### src/rtl/if_stage_pkg.sv
// if_stage_pkg: shared fetch-stage widths, reset address, stall indices and enable encodings.
package if_stage_pkg;
    localparam int InstAddrBusW = 32;
    localparam int InstBusW = 32;
    localparam int StallW = 6;
    localparam int StallPc = 0;
    localparam int StallIf = 1;
    localparam int StallId = 2;
    localparam logic [InstAddrBusW-1:0] RstPc = 32'h0000_0000;
    localparam logic [InstBusW-1:0] ZeroWord = 32'h0000_0000;
    localparam logic Enable = 1'b1;
    localparam logic Disable = 1'b0;
    localparam logic ChipEnable = 1'b1;
    localparam logic ChipDisable = 1'b0;
endpackage

### src/rtl/pc_reg.sv
// pc_reg: program counter with flush > stall > branch > sequential priority.
// ce_o rises one edge after reset so the first fetch is always RESET_PC.
module pc_reg
    import if_stage_pkg::*;
#(
    parameter logic [InstAddrBusW-1:0] RESET_PC = RstPc,
    parameter logic [InstAddrBusW-1:0] PC_STEP  = 32'd4
) (
    input  logic                    clk,
    input  logic                    reset_n,
    input  logic                    stall_pc_i,
    input  logic                    flush_i,
    input  logic [InstAddrBusW-1:0] new_pc_i,
    input  logic                    branch_flag_i,
    input  logic [InstAddrBusW-1:0] branch_target_address_i,
    output logic [InstAddrBusW-1:0] pc_o,
    output logic                    ce_o,
    output logic [31:0]             branch_cnt_o
);
    logic [InstAddrBusW-1:0] pc_q, pc_d;
    logic [31:0]             cnt_q, cnt_d;
    logic                    ce_q;

    always_comb begin
        pc_d  = pc_q;
        cnt_d = cnt_q;
        if (ce_q == ChipEnable) begin
            if (flush_i) begin
                pc_d = new_pc_i;
            end else if (!stall_pc_i) begin
                pc_d  = branch_flag_i ? branch_target_address_i : pc_q + PC_STEP;
                cnt_d = branch_flag_i ? cnt_q + 32'd1 : cnt_q;
            end
        end
    end

    always_ff @(posedge clk or negedge reset_n) begin
        if (!reset_n) begin
            ce_q  <= ChipDisable;
            pc_q  <= RESET_PC;
            cnt_q <= '0;
        end else begin
            ce_q  <= ChipEnable;
            pc_q  <= pc_d;
            cnt_q <= cnt_d;
        end
    end

    assign pc_o         = pc_q;
    assign ce_o         = ce_q;
    assign branch_cnt_o = cnt_q;
endmodule

### src/rtl/if_stage.sv
// if_stage: fetch front end; PC register plus the IF/ID pipeline latch feeding decode.
module if_stage
    import if_stage_pkg::*;
#(
    parameter logic [InstAddrBusW-1:0] RESET_PC = RstPc,
    parameter logic [InstAddrBusW-1:0] PC_STEP  = 32'd4,
    parameter int                      STALL_W  = StallW
) (
    input  logic                    clk,
    input  logic                    reset_n,
    input  logic [STALL_W-1:0]      stall,
    input  logic                    flush,
    input  logic [InstAddrBusW-1:0] new_pc,
    input  logic                    branch_flag_i,
    input  logic [InstAddrBusW-1:0] branch_target_address_i,
    input  logic [InstBusW-1:0]     rom_data_i,
    output logic [InstAddrBusW-1:0] pc_o,
    output logic                    ce_o,
    output logic [InstAddrBusW-1:0] id_pc_o,
    output logic [InstBusW-1:0]     id_inst_o,
    output logic [31:0]             branch_cnt_o
);
    logic [InstAddrBusW-1:0] id_pc_q, id_pc_d;
    logic [InstBusW-1:0]     id_inst_q, id_inst_d;
    logic                    unused_stall;

    assign unused_stall = ^stall;

    pc_reg #(.RESET_PC(RESET_PC), .PC_STEP(PC_STEP)) u_pc_reg (
        .clk                     (clk),
        .reset_n                 (reset_n),
        .stall_pc_i              (stall[StallPc]),
        .flush_i                 (flush),
        .new_pc_i                (new_pc),
        .branch_flag_i           (branch_flag_i),
        .branch_target_address_i (branch_target_address_i),
        .pc_o                    (pc_o),
        .ce_o                    (ce_o),
        .branch_cnt_o            (branch_cnt_o)
    );

    // IF stalled while ID runs must inject a bubble, not duplicate the instruction.
    always_comb begin
        id_pc_d   = id_pc_q;
        id_inst_d = id_inst_q;
        if (flush || (stall[StallIf] && !stall[StallId])) begin
            id_pc_d   = ZeroWord;
            id_inst_d = ZeroWord;
        end else if (!stall[StallIf]) begin
            id_pc_d   = pc_o;
            id_inst_d = (ce_o == ChipEnable) ? rom_data_i : ZeroWord;
        end
    end

    always_ff @(posedge clk or negedge reset_n) begin
        if (!reset_n) begin
            id_pc_q   <= ZeroWord;
            id_inst_q <= ZeroWord;
        end else begin
            id_pc_q   <= id_pc_d;
            id_inst_q <= id_inst_d;
        end
    end

    assign id_pc_o   = id_pc_q;
    assign id_inst_o = id_inst_q;
endmodule
### config.mk
export PLATFORM = sky130hd
export DESIGN_NAME = if_stage
export DESIGN_NICKNAME = d
export VERILOG_FILES = /design/src/rtl/if_stage_pkg.sv /design/src/rtl/pc_reg.sv /design/src/rtl/if_stage.sv
export SDC_FILE = /design/constraint.sdc
export NUM_CORES = 1
export LEC_CHECK = 0
export ABC_AREA = 1
export CAP_MARGIN = 15
export CORE_MARGIN = 4
export CORE_UTILIZATION = 51
export CTS_BUF_LIST = sky130_fd_sc_hd__clkbuf_2 sky130_fd_sc_hd__clkbuf_4 sky130_fd_sc_hd__clkbuf_8
export CTS_CLUSTER_SIZE = 10
export DETAILED_ROUTE_END_ITERATION = 16
export GPL_ROUTABILITY_DRIVEN = 0
export GPL_TIMING_DRIVEN = 0
export PLACE_DENSITY = 0.88
export SETUP_SLACK_MARGIN = 0.05
export SLEW_MARGIN = 25
export SYNTH_ARGS = -nofsm -noshare
export SYNTH_HDL_FRONTEND = slang
export SYNTH_SLANG_ARGS = --single-unit
### constraint.sdc
create_clock -name clk -period 3.3 [get_ports clk]
set_clock_uncertainty 0.2 [all_clocks]
set_input_delay 0.66 -clock clk [delete_from_list [all_inputs] [get_ports clk]]
set_output_delay 0.66 -clock clk [all_outputs]
set_load 0.05 [all_outputs]
==> impl_metrics.py <==
metrics = {
    "timing": {
        "final_max_slew_viol_count": 0,
        "finalCritPeriodShare_pct": 81.27,
        "setup_violations": 0,
        "hold_viol": 0,
        "fin_crit_ps": 2682,
        "maxSlewHeadroom_pct": 57.60,
        "worst_slack_ps": 618.0,
        "rsz0062_at_grt": "no",
        "tns_ps": 0,
        "tightest_slew_ps": 636.1,
        "fmax_mhz": 372.9,
        "whs_ps": 305.8,
    },
    "layout": {
        "drive_gt1_share_pct": 6.234,
        "diodes": 0,
        "syn2layout_area_growth_pct": 43.18,
        "final_nets": 1266,
        "fillers": 1009,
        "multi_input_area_mm2": 0.003154,
        "seq_area_mm2": 0.003228,
        "finalInstanceArea_mm2": 0.009903,
    },
    "floorplan": {
        "num_rows": 42,
        "io_pins": 235,
        "fp.coreArea_mm2": 0.01324,
        "die_h_um": 124.5,
        "die_area_mm2": 0.01549,
        "fp.dieW_um": 124.5,
        "start_util_pct": 52.23,
    },
    "routing": {
        "drcViolationCount": 0,
        "m1WireLength_um": 9341,
        "wl_met2_um": 11030,
        "wl_met3_um": 1863,
        "drtIter0Drc": 537,
        "drtAntennaViolNets": 0,
        "dr_total_vias": 7447,
        "vias_per_cell": 5.529,
        "top_layer_used": "met4",
        "wl_um": 23280,
        "drt_first_pass_iters": 6,
        "wl_per_cell_um": 17.28,
    },
    "synth": {
        "synth.avg_cell_area_um2": 7.617,
        "syn_inst": 908,
        "synthTopCellsByArea": "dfrtp_1 (47%), nand2_1 (14%), nand3_1 (6.1%)",
        "ys_ff_latch": 129,
        "synth_top_area_share_pct": 46.67,
        "synth_nets": 1016,
        "async_flop_share_pct": 100.0,
        "yosysTopAreaCell": "dfrtp_1",
        "synth-edff-count": 0,
        "ys_seq_area_share_pct": 46.67,
        "yosys_warnings": 0,
        "ys_types": 37,
        "synth_top_flop_cell": "dfrtp_1",
        "syn_area_mm2": 0.006917,
    },
    "setup_path": {
        "crit_type": "register to output port",
        "critPathArrivalTime_ps": 1820,
        "cpPeakStageDelay_ps": 860,
        "required_ps": 2440,
        "crit_start": "u_pc_reg.pc_o[7]$_DFFE_PN0P_",
        "crit_path_max_fanout": 6,
        "rrSetupSlack_ps": 1240,
        "cp-start-kind": "register",
        "path_buf_inv": 1,
        "cp_top_family": "buffers and inverters",
        "critPathCaptureType": "output port",
        "r2r_start": "u_pc_reg.ce_o$_DFF_PN0_",
        "cp_cell_sequence": "clkdlybuf4s50_1",
        "critPathSlowestCell": "clkdlybuf4s50_1",
    },
    "pwr": {
        "switching_share_pct": 36.61,
        "p_sw_w": 0.001730,
        "ir_drop_mv": 0.3239,
        "p_int_w": 0.002996,
        "power_density_mw_per_mm2": 477.3,
        "power.leakage_nw": 4.172,
        "total_power_w": 0.004727,
        "pwr-share-comb_pct": 29.5,
        "pwr-share-clk_pct": 31.0,
        "sequentialPowerShare_pct": 39.6,
    },
    "clocking": {
        "clock-sinks": 129,
        "cts_tree": "yes",
        "htree_num_levels": 4,
        "clockBufferDepth": 2,
        "clock-root-buffer": "clkbuf_8",
        "clk_pin_slew_ps": 70,
        "numCtsBuffers": 17,
        "insertion_delay_ps": 450,
    },
    "placed_design": {
        "placed_area_mm2": 0.009462,
        "io_buffers": 229,
        "dpl.hpwl_um": 17720,
        "place_ws_ps": 489.1,
    },
    "worst_hold_path": {
        "min_from": "stall[1]",
        "hold_path_class": "primary input to register",
    },
    "grt": {
        "grt_max_degree": 67,
        "globalRouteTotalUtil_pct": 29.91,
        "antenna_found_initial": 0,
        "grt-ovfl-total": 0,
        "first_global_vias": 7057,
        "grt_pass1_wl_um": 37200,
    },
    "outcome": {
        "status": "finished, final reports clean",
    },
    "run": {
        "maxCapViolCount": 0,
    },
}
-- layer usage --
layer | vias to the layer above | global-route usage, %
met2 | 394 | 47.96
met4 | 0 | 13.99
met1 | 3492 | 38.33
met5 | - | 0
met3 | 80 | 7.161
li1 | 3481 | -
-- flip-flops by register name, indices dropped and copies added, names as in the netlist --
signal                 cells
u_pc_reg.branch_cnt_o     32
u_pc_reg.ce_o              1
id_pc_o                   32
id_inst_o                 32
u_pc_reg.pc_o             32
-- logic make-up after synthesis --
family / count (synthesis) / share of synthesized area [%]
compound gates: 143 / 12.65
flops: 129 / 46.67
fa+ha+maj: 2 / 0.3617
xor+xnor: 22 / 2.786
simple gates: 475 / 29.76
buf+inv: 136 / 7.724
other cells: 1 / 0.05422
-- repair_timing --
item / CTS / global route
endpoints found under the hold margin: 63 / 0
setup buffers: 0 / 0
hold buffers: 1 / 0
resized for setup: 0 / 0
-- layout make-up --
type | count | share of cell area (%)
well taps | 176 | 2.224
repair buffers | 231 | 23.58
multi-input cells | 643 | 31.85
inverters | 99 | 3.752
clock buffers | 20 | 2.780
plain buffers | 37 | 1.642
flip-flops and latches | 129 | 32.60
clock inverters | 12 | 1.579
-- stage by stage --
step	util, %	std cells
floorplan	-	908
global placement	71.20	1313
detailed placement	71.45	1314
CTS	74.78	1347
global route	74.78	1347
finish	74.78	1347
-- worst paths after layout --
kind                                                         end  cells after the start
max                                                      pc_o[7]                      1
min                                    id_inst_o[31]$_DFFE_PN0P_                      3
max reg2reg                        u_pc_reg.pc_o[13]$_DFFE_PN0P_                      5
min reg2reg                 u_pc_reg.branch_cnt_o[9]$_DFFE_PN0P_                      1
max in group asynchronous  u_pc_reg.branch_cnt_o[13]$_DFFE_PN0P_                      3
min in group asynchronous              id_inst_o[23]$_DFFE_PN0P_                      2
-- tightest hold or removal path: stages --
cell     delay, ps
buf_2          140
nand2_1         60
a21oi_1         50
-- synthesized netlist by cell type (5+ instances only) --
| cell | count |
|---|---|
| nand2_1 | 251 |
| dfrtp_1 | 129 |
| nor2_1 | 100 |
| inv_1 | 95 |
| nand3_1 | 84 |
| a21oi_1 | 58 |
| o22ai_1 | 29 |
| a221oi_1 | 21 |
| clkbuf_1 | 20 |
| o21ai_0 | 18 |
| buf_2 | 13 |
| xor2_1 | 12 |
| xnor2_1 | 10 |
| nor3_1 | 9 |
| nor2_2 | 6 |
| a22oi_1 | 5 |
| nand2_2 | 5 |
| nand3b_1 | 5 |
| nand4_1 | 5 |
| nor2_4 | 5 |
-- cell usage in the layout (no fill, tap or decap), types with 9 or more instances in the layout --
cell type | netlist | layout
dfrtp_1 | 129 | 129
nand3_1 | 84 | 84
clkbuf_1 | 20 | 20
buf_2 | 13 | 13
clkbuf_8 | 0 | 20
nor2_1 | 100 | 100
o22ai_1 | 29 | 29
nand2_1 | 251 | 251
inv_1 | 95 | 95
o21ai_0 | 18 | 18
xor2_1 | 12 | 12
a21oi_1 | 58 | 58
nor3_1 | 9 | 9
a221oi_1 | 21 | 21
xnor2_1 | 10 | 10
clkdlybuf4s50_1 | 0 | 228
-- power by group through the flow --
stage | Clock [W] | Combinational [W] | Sequential [W]
3_5_place_dp | 0 | 0.00138 | 0.00189
2_1_floorplan | 0 | 0.000380 | 0.00231
4_1_cts | 0.00147 | 0.00139 | 0.00186
6_report | 0.00146 | 0.00139 | 0.00187
5_1_grt | 0.00155 | 0.00147 | 0.00189
3_3_place_gp | 0 | 0.00135 | 0.00189
No activity file was read; power rests on OpenSTA's default activity.
